**config.mk**
```make
export PLATFORM = sky130hd
export DESIGN_NAME = video_rect_filler_flat
export DESIGN_NICKNAME = d
export VERILOG_FILES = /design/src/rtl/video_rect_filler_if.sv /design/src/rtl/video_rect_filler.sv /design/src/flat_wrapper.sv
export SDC_FILE = /design/constraint.sdc
export NUM_CORES = 1
export LEC_CHECK = 0
export BUFFER_PORTS_ARGS = -buffer_cell sky130_fd_sc_hd__buf_2
export CAP_MARGIN = 25
export CELL_PAD_IN_SITES_DETAIL_PLACEMENT = 0
export CELL_PAD_IN_SITES_GLOBAL_PLACEMENT = 2
export CORE_ASPECT_RATIO = 1.2
export CORE_MARGIN = 4
export CORE_UTILIZATION = 30
export CTS_CLUSTER_DIAMETER = 80
export CTS_CLUSTER_SIZE = 24
export DETAILED_ROUTE_END_ITERATION = 8
export PLACE_DENSITY = 0.76
export SLEW_MARGIN = 20
export SYNTH_ARGS = -nofsm -noshare
export SYNTH_HDL_FRONTEND = slang
export SYNTH_SLANG_ARGS = --single-unit
```
**constraint.sdc**
```tcl
create_clock -name Clock -period 3.3 [get_ports Clock]
set_input_delay 0.165 -clock Clock [delete_from_list [all_inputs] [get_ports Clock]]
set_output_delay 0.165 -clock Clock [all_outputs]
set_load 0.02 [all_outputs]
```
**src/rtl/video_rect_filler_if.sv**
```systemverilog
// rtl/video_rect_filler_if.sv - command and video-memory write bundle for video_rect_filler
interface video_rect_filler_if #(
   parameter int X_BITS     = 8,
   parameter int Y_BITS     = 8,
   parameter int COLOR_BITS = 3
) ();
   logic                     iCmdValid;
   logic                     oCmdReady;
   logic [X_BITS-1:0]        iX0;
   logic [Y_BITS-1:0]        iY0;
   logic [X_BITS:0]          iWidth;
   logic [Y_BITS:0]          iHeight;
   logic [COLOR_BITS-1:0]    iColor;
   logic                     iMemGrant;
   logic                     oWriteEnable;
   logic [X_BITS+Y_BITS-1:0] oWriteAddress;
   logic [COLOR_BITS-1:0]    oWriteData;
   logic                     oBusy;
   logic                     oDone;

   // Command source and memory arbiter side
   modport master (
      output iCmdValid, iX0, iY0, iWidth, iHeight, iColor, iMemGrant,
      input  oCmdReady, oWriteEnable, oWriteAddress, oWriteData, oBusy, oDone
   );

   // Filler side
   modport slave (
      input  iCmdValid, iX0, iY0, iWidth, iHeight, iColor, iMemGrant,
      output oCmdReady, oWriteEnable, oWriteAddress, oWriteData, oBusy, oDone
   );
endinterface

```
**src/rtl/video_rect_filler.sv**
```systemverilog
// rtl/video_rect_filler.sv - fills a clipped rectangle of video memory with one colour, row-major
module video_rect_filler #(
   parameter int X_BITS     = 8,
   parameter int Y_BITS     = 8,
   parameter int COLOR_BITS = 3
) (
   input  logic                Clock,
   input  logic                Reset,
   video_rect_filler_if.slave  bus
);

   typedef enum logic [1:0] {
      S_IDLE = 2'd0,
      S_FILL = 2'd1,
      S_DONE = 2'd2
   } state_t;

   // Screen extent expressed in the one-bit-wider size arithmetic
   localparam logic [X_BITS:0] X_SPAN = {1'b1, {X_BITS{1'b0}}};
   localparam logic [Y_BITS:0] Y_SPAN = {1'b1, {Y_BITS{1'b0}}};
   localparam logic [X_BITS:0] X_ONE  = (X_BITS+1)'(1);
   localparam logic [Y_BITS:0] Y_ONE  = (Y_BITS+1)'(1);

   state_t                  state_q, state_d;
   logic [X_BITS-1:0]       x0_q, x0_d;
   logic [Y_BITS-1:0]       y0_q, y0_d;
   logic [COLOR_BITS-1:0]   color_q, color_d;
   logic [X_BITS-1:0]       col_last_q, col_last_d;
   logic [Y_BITS-1:0]       row_last_q, row_last_d;
   logic [X_BITS-1:0]       col_q, col_d;
   logic [Y_BITS-1:0]       row_q, row_d;

   logic [X_BITS:0]         room_x, clip_w, clip_w_m1;
   logic [Y_BITS:0]         room_y, clip_h, clip_h_m1;
   logic [X_BITS-1:0]       cur_col;
   logic [Y_BITS-1:0]       cur_row;
   logic                    last_col, last_row;

   // Clip the requested size to the space left before the right/bottom screen edge
   always_comb begin
      room_x    = X_SPAN - {1'b0, bus.iX0};
      room_y    = Y_SPAN - {1'b0, bus.iY0};
      clip_w    = (bus.iWidth  < room_x) ? bus.iWidth  : room_x;
      clip_h    = (bus.iHeight < room_y) ? bus.iHeight : room_y;
      clip_w_m1 = clip_w - X_ONE;
      clip_h_m1 = clip_h - Y_ONE;
      cur_col   = x0_q + col_q;
      cur_row   = y0_q + row_q;
      last_col  = (col_q == col_last_q);
      last_row  = (row_q == row_last_q);
   end

   // Next-state and output decode; counters move only on granted FILL cycles
   always_comb begin
      state_d           = state_q;
      x0_d              = x0_q;
      y0_d              = y0_q;
      color_d           = color_q;
      col_last_d        = col_last_q;
      row_last_d        = row_last_q;
      col_d             = col_q;
      row_d             = row_q;
      bus.oCmdReady     = 1'b0;
      bus.oWriteEnable  = 1'b0;
      bus.oWriteAddress = '0;
      bus.oWriteData    = '0;
      bus.oBusy         = 1'b0;
      bus.oDone         = 1'b0;

      case (state_q)
         S_IDLE: begin
            bus.oCmdReady = 1'b1;
            if (bus.iCmdValid) begin
               x0_d       = bus.iX0;
               y0_d       = bus.iY0;
               color_d    = bus.iColor;
               col_last_d = clip_w_m1[X_BITS-1:0];
               row_last_d = clip_h_m1[Y_BITS-1:0];
               col_d      = '0;
               row_d      = '0;
               if ((clip_w == '0) || (clip_h == '0)) begin
                  state_d = S_DONE;
               end else begin
                  state_d = S_FILL;
               end
            end
         end
         S_FILL: begin
            bus.oBusy         = 1'b1;
            bus.oWriteEnable  = bus.iMemGrant;
            bus.oWriteAddress = {cur_row, cur_col};
            bus.oWriteData    = color_q;
            if (bus.iMemGrant) begin
               if (last_col) begin
                  col_d = '0;
                  row_d = row_q + Y_BITS'(1);
                  if (last_row) begin
                     state_d = S_DONE;
                  end
               end else begin
                  col_d = col_q + X_BITS'(1);
               end
            end
         end
         S_DONE: begin
            bus.oBusy = 1'b1;
            bus.oDone = 1'b1;
            state_d   = S_IDLE;
         end
         default: begin
            state_d = S_IDLE;
         end
      endcase
   end

   // State and command registers; reset aborts any fill in progress
   always_ff @(posedge Clock) begin
      if (!Reset) begin
         state_q    <= S_IDLE;
         x0_q       <= '0;
         y0_q       <= '0;
         color_q    <= '0;
         col_last_q <= '0;
         row_last_q <= '0;
         col_q      <= '0;
         row_q      <= '0;
      end else begin
         state_q    <= state_d;
         x0_q       <= x0_d;
         y0_q       <= y0_d;
         color_q    <= color_d;
         col_last_q <= col_last_d;
         row_last_q <= row_last_d;
         col_q      <= col_d;
         row_q      <= row_d;
      end
   end

endmodule
```
**src/flat_wrapper.sv**
```systemverilog
// flat-port wrapper written by rule: the top's interface ports become plain ports
module video_rect_filler_flat 
#(
   parameter int X_BITS     = 8,
   parameter int Y_BITS     = 8,
   parameter int COLOR_BITS = 3
)
  (Clock, Reset, bus_iCmdValid, bus_iX0, bus_iY0, bus_iWidth, bus_iHeight, bus_iColor, bus_iMemGrant, bus_oCmdReady, bus_oWriteEnable, bus_oWriteAddress, bus_oWriteData, bus_oBusy, bus_oDone);
  video_rect_filler_if #(.X_BITS(X_BITS), .Y_BITS(Y_BITS), .COLOR_BITS(COLOR_BITS)) bus_i ();
  input  logic Clock;
  input  logic Reset;
  input wire logic [$bits(bus_i.iCmdValid)-1:0] bus_iCmdValid;
  input wire logic [$bits(bus_i.iX0)-1:0] bus_iX0;
  input wire logic [$bits(bus_i.iY0)-1:0] bus_iY0;
  input wire logic [$bits(bus_i.iWidth)-1:0] bus_iWidth;
  input wire logic [$bits(bus_i.iHeight)-1:0] bus_iHeight;
  input wire logic [$bits(bus_i.iColor)-1:0] bus_iColor;
  input wire logic [$bits(bus_i.iMemGrant)-1:0] bus_iMemGrant;
  output wire logic [$bits(bus_i.oCmdReady)-1:0] bus_oCmdReady;
  output wire logic [$bits(bus_i.oWriteEnable)-1:0] bus_oWriteEnable;
  output wire logic [$bits(bus_i.oWriteAddress)-1:0] bus_oWriteAddress;
  output wire logic [$bits(bus_i.oWriteData)-1:0] bus_oWriteData;
  output wire logic [$bits(bus_i.oBusy)-1:0] bus_oBusy;
  output wire logic [$bits(bus_i.oDone)-1:0] bus_oDone;
  assign bus_i.iCmdValid = bus_iCmdValid;
  assign bus_i.iX0 = bus_iX0;
  assign bus_i.iY0 = bus_iY0;
  assign bus_i.iWidth = bus_iWidth;
  assign bus_i.iHeight = bus_iHeight;
  assign bus_i.iColor = bus_iColor;
  assign bus_i.iMemGrant = bus_iMemGrant;
  assign bus_oCmdReady = bus_i.oCmdReady;
  assign bus_oWriteEnable = bus_i.oWriteEnable;
  assign bus_oWriteAddress = bus_i.oWriteAddress;
  assign bus_oWriteData = bus_i.oWriteData;
  assign bus_oBusy = bus_i.oBusy;
  assign bus_oDone = bus_i.oDone;
  video_rect_filler #(.X_BITS(X_BITS), .Y_BITS(Y_BITS), .COLOR_BITS(COLOR_BITS)) u_core (.Clock(Clock), .Reset(Reset), .bus(bus_i));
endmodule
```
==> results of run 1 <==
==> cells in the final DEF, fill, tap and decap left out, types with 3 or more instances in the layout <==
cell type	instances
a211oi_1	4
a21o_1	5
a21oi_1	45
a31oi_1	5
and2_1	24
and3_1	6
buf_2	63
buf_4	40
clkbuf_16	5
dfxtp_1	53
ha_1	32
inv_1	22
mux2i_1	8
nand2_1	76
nand2b_1	3
nand3_1	12
nand4_1	8
nor2_1	32
nor2b_1	3
nor3_1	10
nor4_1	6
o211ai_1	8
o21a_1	3
o21ai_0	13
o21bai_1	6
or3_1	3
xnor2_1	30
xor2_1	35
==> worst min-delay path, delay by kind of cell <==
| family | cells | cell delay, ns |
|---|---|---|
| buffers and inverters | 1 | 0.09 |
| AOI/OAI and AO/OA | 1 | 0.05 |
| and+or+nand+nor | 1 | 0.04 |
==> metrics by stage <==
step                      setup WS (ns)  util, %  TNS (ns)  cells
final                            0.2090    38.11         0    783
after global routing           0.009787    38.11         0    783
after CTS                        0.1738    38.11         0    783
after detailed placement        -0.1193    36.80   -0.1699    775
after global placement         -0.04212    36.80  -0.04212    775
after floorplan                -0.01845        -  -0.01845    524
==> synth_stat cells, types with 4 or more instances <==
library cell	count
nand2_1	76
dfxtp_1	53
a21oi_1	45
ha_1	36
xor2_1	35
nor2_1	32
xnor2_1	30
and2_1	24
inv_1	23
clkbuf_1	15
o21ai_0	13
nand3_1	12
mux2i_1	11
nor3_1	10
nand4_1	8
o211ai_1	8
and3_1	6
nor4_1	6
o21bai_1	6
a21o_1	5
a31oi_1	5
a211oi_1	4
==> path summary, 6_finish.rpt <==
kind                     startpoint              endpoint  slack [ns]
setup reg to reg  u_core.state_q[0]       u_core.row_q[7]        0.68
hold / removal        bus_iColor[2]     u_core.color_q[2]        0.11
hold reg to reg   u_core.color_q[2]     u_core.color_q[2]        0.45
setup / recovery         bus_iX0[2]  u_core.col_last_q[4]        0.21
==> flip-flops by register name, summed over array words and instances (netlist names) <==
signal             flops
u_core.color_q         3
u_core.row_q           8
u_core.state_q         2
u_core.x0_q            8
u_core.col_last_q      8
u_core.row_last_q      8
u_core.y0_q            8
u_core.col_q           8
==> area by class of cell <==
cell class / count / area [µm²]
multi-input cells: 427 / 2958
clock buffers: 6 / 138.9
clock inverters: 2 / 37.54
repair buffers: 103 / 615.6
fillers: 1413 / 8299
inverters: 24 / 90.09
flip-flops and latches: 53 / 1061
well taps: 168 / 210.2
==> logic make-up (layout without fill, tap and decap cells) <==
logic type      count (synthesis)  in the layout
compound gates                112            112
xor+xnor                       65             65
fa+ha+maj                      39             39
buf+inv                        44            135
flops                          53             53
mux                            12             12
simple gates                  199            199
==> where the power goes <==
| group | switching [W] | internal, W |
|---|---|---|
| registers | 0.0000854 | 0.000743 |
| clock network | 0.000234 | 0.000379 |
| logic | 0.000591 | 0.000398 |
==> per-layer routing <==
metal	vias to the layer above	GRT usage (%)
met5	-	0
met4	0	3.653
met3	11	1.592
met2	53	24.42
met1	1721	20.18
li1	2010	-
==> key figures, run 1 <==
Clock tree
  – # clock sinks: 53
  – Root Driver: clkbuf_16
  – Setup Fix Bufs, Post-CTS: 0
  – Skew-Pair Late Insertion Delay: slightly below 0.3 ns
  – CTS H-tree depth: 2
  – CTS resizes: 0
  – CTS max path bufs: 2
  – CTS clk-pin slew, worst paths: about 0.070 ns
  – CTS tree: yes
  – CTS Buf Count: 5
  – CTS Hold Bufs: 0

Logic synthesis
  – Synthesized area: around 0.0042 mm²
  – EDFF count, synth: 0
  – Simple-Gate Fraction of Synth Area: between 20% and 30%
  – Synth Flop Type: dfxtp_1
  – Post-synthesis cell type count: 63
  – Multiplexer share of the synthesized area: under 10%
  – Syn Inst Count: about 520
  – Synth Area in Adders: between 10% and 20%
  – Syn Nets: around 600
  – FF+latch count, synth: 53
  – Synth top area share: 25.50%
  – Area leader, netlist: dfxtp_1
  – Post-Synth XOR/XNOR Area: 13.68%
  – Syn avg cell area: about 7.9 µm²
  – Compound-gate portion of the synthesized area: 17.62%
  – YS warnings: 0
  – Main combinational cell family by area after synthesis: simple AND/OR/NAND/NOR gates
  – Synth top area cells: dfxtp_1 25%, ha_1 11%, xor2_1 7.4%, nand2_1 6.9%, xnor2_1 6.3%
  – FFs w/ async S/R, synth: 0%
  – Sequential area share after synthesis: 25.50%

Detailed routing
  – DR vias/cell: 4.847
  – Highest routed metal layer: met4
  – WL met3: 291 µm
  – Metal-1 WL: approximately 5700 µm
  – Final WL: between 10,000 and 15,000 µm
  – Wire per inst: roughly 15 µm
  – Met2 wire len: approximately 5200 µm
  – Initial DRC Count: between 100 and 150
  – Post-route DRC: 0
  – Via count: about 3,800
  – Post-route ant nets: 0
  – Initial DRT Pass Iterations: 4

Min path
  – Hold Path Class: input pin to register
  – Hold depth: 3

GRT
  – Gr usage total: between 10% and 20%
  – Largest net degree at the start of global routing: 34
  – Vias in the first global route: around 3,800
  – Global-route wire length before repair: roughly 19,000 µm
  – Initial antenna violation count: 0
  – Remaining Overflow, GRT: 0

Power
  – Total Power: between 0.002 and 0.0025 W
  – Leak pwr: between 2 and 2.5 nW
  – Max VDD drop: 0.2731 mV
  – Power per Cell Area: ~480 mW/mm²

STA
  – Hold Fails Final Rpt: 0
  – Fmax: 0.3235 GHz
  – Tmin final: approximately 3.1 ns
  – Clock skew: between 0.006 and 0.007 ns
  – Slew Limit Fails: 0
  – Worst slew margin: around half
  – Fin Hold WS: approximately 0.11 ns
  – Worst slew pin tran: approximately 0.76 ns
  – Final setup fails: 0
  – RSZ-0062 raised after global routing: false
  – Final Cycle Share: a little over nine tenths

Layout
  – Post-route cell area: about 0.0051 mm²
  – Ratio of cells with drive above 1 in the final layout: 21.79%
  – Ant. Diodes: 0
  – Area Overhead vs Synth: 22.82%
  – Net count, final: 693

Floorplan
  – Io pins: 64
  – Die area: 0.01583 mm²
  – Core area: 0.01341 mm²
  – Die H: between 100 and 150 µm
  – Cell row count: 46
  – Initial core utilization: a little under a third
  – Die width: 115.5 µm

Run
  – Number of max-cap violations: 0

Place
  – Area of placed instances: roughly 0.0049 mm²
  – Routability Congestion: approximately 0.87
  – Port-buffer cells: 63
  – Hpwl dp: 9261 µm

Worst setup path
  – Critical path startpoint category: input pin
  – Worst path slowest cell: or4_4
  – R2R cell count: 8
  – Required time worst endpoint: 3.52 ns
  – Critical path class: input pin to register
  – Critical path's top delay family: simple AND/OR/NAND/NOR gates
  – Slowest Stage Delay on Critical Path: roughly 0.54 ns
  – Crit path buffers/inverters: 1
  – Critical path data arrival time: 3.31 ns
  – Critical Path End Type: register
  – Crit Path Max Fanout: 3
  – CP Depth: 14
  – Cell mode on critical path: or4_4
  – Crit-path cells: buf_2 > or4_4 > or4_4 > ha_4 > o311a_2 > o21ai_0 > o21ai_2 > mux2i_2 > ha_2 > nand2_1 > xnor2_1 > nor2_1 > a211o_2 > a21oi_1

Status
  – Status: finished, final reports clean
Power figures use the tool's default switching activity.
==> run 2: changes to the inputs <==
--- a/config.mk
+++ b/config.mk
@@ -16,7 +16,8 @@
 export CTS_CLUSTER_SIZE = 24
 export DETAILED_ROUTE_END_ITERATION = 8
 export PLACE_DENSITY = 0.76
-export SLEW_MARGIN = 20
+export RECOVER_POWER = 100
+export SLEW_MARGIN = 5
 export SYNTH_ARGS = -nofsm -noshare
 export SYNTH_HDL_FRONTEND = slang
 export SYNTH_SLANG_ARGS = --single-unit
==> run 2 against run 1 <==
The flow now finishes with violations (max-capacitance violations, max-slew violations). Non-clock buffer count is the same. Sequential power about the same. Clock skew hardly changed. Sequential share of layout area grew 0.18 points. Cell count stayed put. Via count is 0.69% higher. Fmax is essentially flat. Combinational power shrank 2%. Die area stayed put.
==> key figures, run 2 (synthesized netlist as in run 1, its figures left out) <==
Status
  – Status: finished with violations
  – Violated checks: max-capacitance violations, max-slew violations

GRT
  – Initial antenna violation count: 0 (unchanged)
  – Largest net degree at the start of global routing: 34 (unchanged)
  – Gr usage total: 14.66% (unchanged)
  – Vias in the first global route: 3,775 (unchanged)
  – Remaining Overflow, GRT: 0 (unchanged)
  – Met3 GRT Util: 1.592% (unchanged)
  – GRT busiest layer: met2
  – GRT met1 Usage: 20.18% (unchanged)
  – GRT met2 Usage: 24.42% (unchanged)
  – Global-route wire length before repair: 18,860 µm (unchanged)

Floorplan
  – Io pins: 64 (unchanged)
  – Core area: 0.01341 mm² (unchanged)
  – Die width: 115.5 µm (unchanged)
  – Initial core utilization: 31.03% (unchanged)
  – Die area: 0.01583 mm² (unchanged)
  – Cell row count: 46 (unchanged)
  – Die H: 137.0 µm (unchanged)

Layout
  – Area Overhead vs Synth: 21.74%
  – Ant. Diodes: 0 (unchanged)
  – Net count, final: 693 (unchanged)
  – Most frequent cells in the layout: 76 x nand2_1, 53 x dfxtp_1, 45 x a21oi_1
  – Most common cell after layout, fill and taps aside: nand2_1
  – Final cell count without fillers: 783 (unchanged)
  – Filler cells: 1,428 (+1.1%)
  – Ratio of cells with drive above 1 in the final layout: 17.40% (-4.4 points)

STA
  – Tmin final: 3.094 ns (+0.002830 ns)
  – Worst slew margin: -8.597% (-57 points)
  – Worst slew pin tran: 1.629 ns (+0.8646 ns)
  – Clock skew: 0.006626 ns (+0.0002082 ns)
  – Final setup fails: 0 (unchanged)
  – Final Cycle Share: 93.75% (about the same)
  – RSZ-0062 raised after global routing: false
  – Slew Limit Fails: 34 (+34)
  – Fmax: 0.3232 GHz (about the same)
  – Hold Fails Final Rpt: 0 (unchanged)

Clock tree
  – # clock sinks: 53 (unchanged)
  – CTS Hold Bufs: 0 (unchanged)
  – CTS Buf Count: 5 (unchanged)
  – Root Driver: clkbuf_16
  – Setup Fix Bufs, Post-CTS: 0 (unchanged)
  – CTS resizes: 0 (unchanged)
  – CTS tree: yes
  – CTS clk-pin slew, worst paths: 0.07 ns (about the same)
  – CTS max path bufs: 2 (unchanged)
  – CTS H-tree depth: 2 (unchanged)
  – Skew-Pair Late Insertion Delay: 0.29 ns (about the same)

Detailed routing
  – Initial DRT Pass Iterations: 6 (+2)
  – Final WL: 11,410 µm (+0.15%)
  – Initial DRC Count: 144 (-0.69%)
  – Wire per inst: 14.58 µm (+0.15%)
  – Via count: 3,821 (+0.69%)
  – DR vias/cell: 4.880 (+0.69%)
  – Post-route DRC: 0 (unchanged)
  – Post-route ant nets: 0 (unchanged)

Power
  – Total Power: 0.002412 W (-0.73%)
  – Leak pwr: 2.197 nW (-4.4%)
  – Power per Cell Area: 476.2 mW/mm² (+0.15%)
  – Max VDD drop: 0.2758 mV (+0.97%)

Min path
  – Hold depth: 3 (unchanged)
  – Min-delay src: bus_iColor[2]
  – Hold Path Class: input pin to register
  – Hold endpoint: u_core.color_q[2]

Worst setup path
  – R2r setup slk: 0.68 ns (about the same)
  – Critical path class: input pin to register
  – R2R cell count: 8 (unchanged)
  – Critical Path End Type: register
  – Critical path data arrival time: 3.32 ns (about the same)
  – Crit Path Max Fanout: 3 (unchanged)
  – Worst reg2reg endpoint: u_core.row_q[7]
  – Required time worst endpoint: 3.52 ns (about the same)
  – Origin of the critical flop-to-flop path: u_core.state_q[0]
  – CP Launch Point: bus_iX0[2]
  – Critical path startpoint category: input pin

Place
  – Routability Congestion: 0.8723 (unchanged)
  – Hpwl dp: 9261 µm (unchanged)
  – Port-buffer cells: 63 (unchanged)
  – Placed cells: 775 (unchanged)

Run
  – Number of max-cap violations: 1 (+1)
-- run 2: metrics by stage --
stage          area (µm²)  utilization (%)  setup slack [ns]  setup TNS (ns)  hold WS, ns
2_1_floorplan        4218                -          -0.01845        -0.01845       0.3010
3_5_place_dp         4935            36.80           -0.1193         -0.1699       0.4140
4_1_cts              5111            38.11            0.1738               0       0.1065
3_3_place_gp         4935            36.80          -0.04212        -0.04212       0.4148
5_1_grt              5066            37.78          0.006146               0       0.1154
6_report             5066            37.78            0.2062               0       0.1110
-- run 2: layer usage --
layer,wire (µm),vias up
met5,0,-
li1,-,2013
met1,5715,1738
met4,145,0
met2,5240,59
met3,312,11
-- run 2: power breakdown --
group	total (W)	internal, W	switching, W
sequential	0.000828	0.000743	0.0000853
combinational	0.000971	0.000383	0.000588
clock	0.000613	0.000379	0.000235
-- run 2: worst max-delay path by stage --
stage / end / cells after the start
after global routing: u_core.col_last_q[4] / 15
after detailed placement: u_core.col_last_q[4] / 14
final: u_core.col_last_q[4] / 14
after CTS: u_core.col_last_q[4] / 14
after global placement: u_core.col_last_q[4] / 14
after floorplan: u_core.col_last_q[4] / 13
-- run 2: final cells by class --
type / count / area, µm² / share of cell area (%)
clock buffers: 6 / 138.9 / 2.741
clock inverters: 2 / 37.54 / 0.7409
inverters: 24 / 90.09 / 1.778
multi-input cells: 427 / 2949 / 58.21
flip-flops and latches: 53 / 1061 / 20.94
well taps: 168 / 210.2 / 4.149
repair buffers: 103 / 579.3 / 11.43
-- run 2: critical path, cell delays in order --
cell and delay [ns]:
buf_2 0.10, or4_4 0.54, or4_4 0.45, ha_4 0.29, o311a_2 0.18, o21ai_0 0.10
o21ai_2 0.26, mux2i_2 0.30, ha_2 0.23, nand2_1 0.06, xnor2_1 0.14, nor2_1 0.06
a211o_2 0.30, a21oi_1 0.13
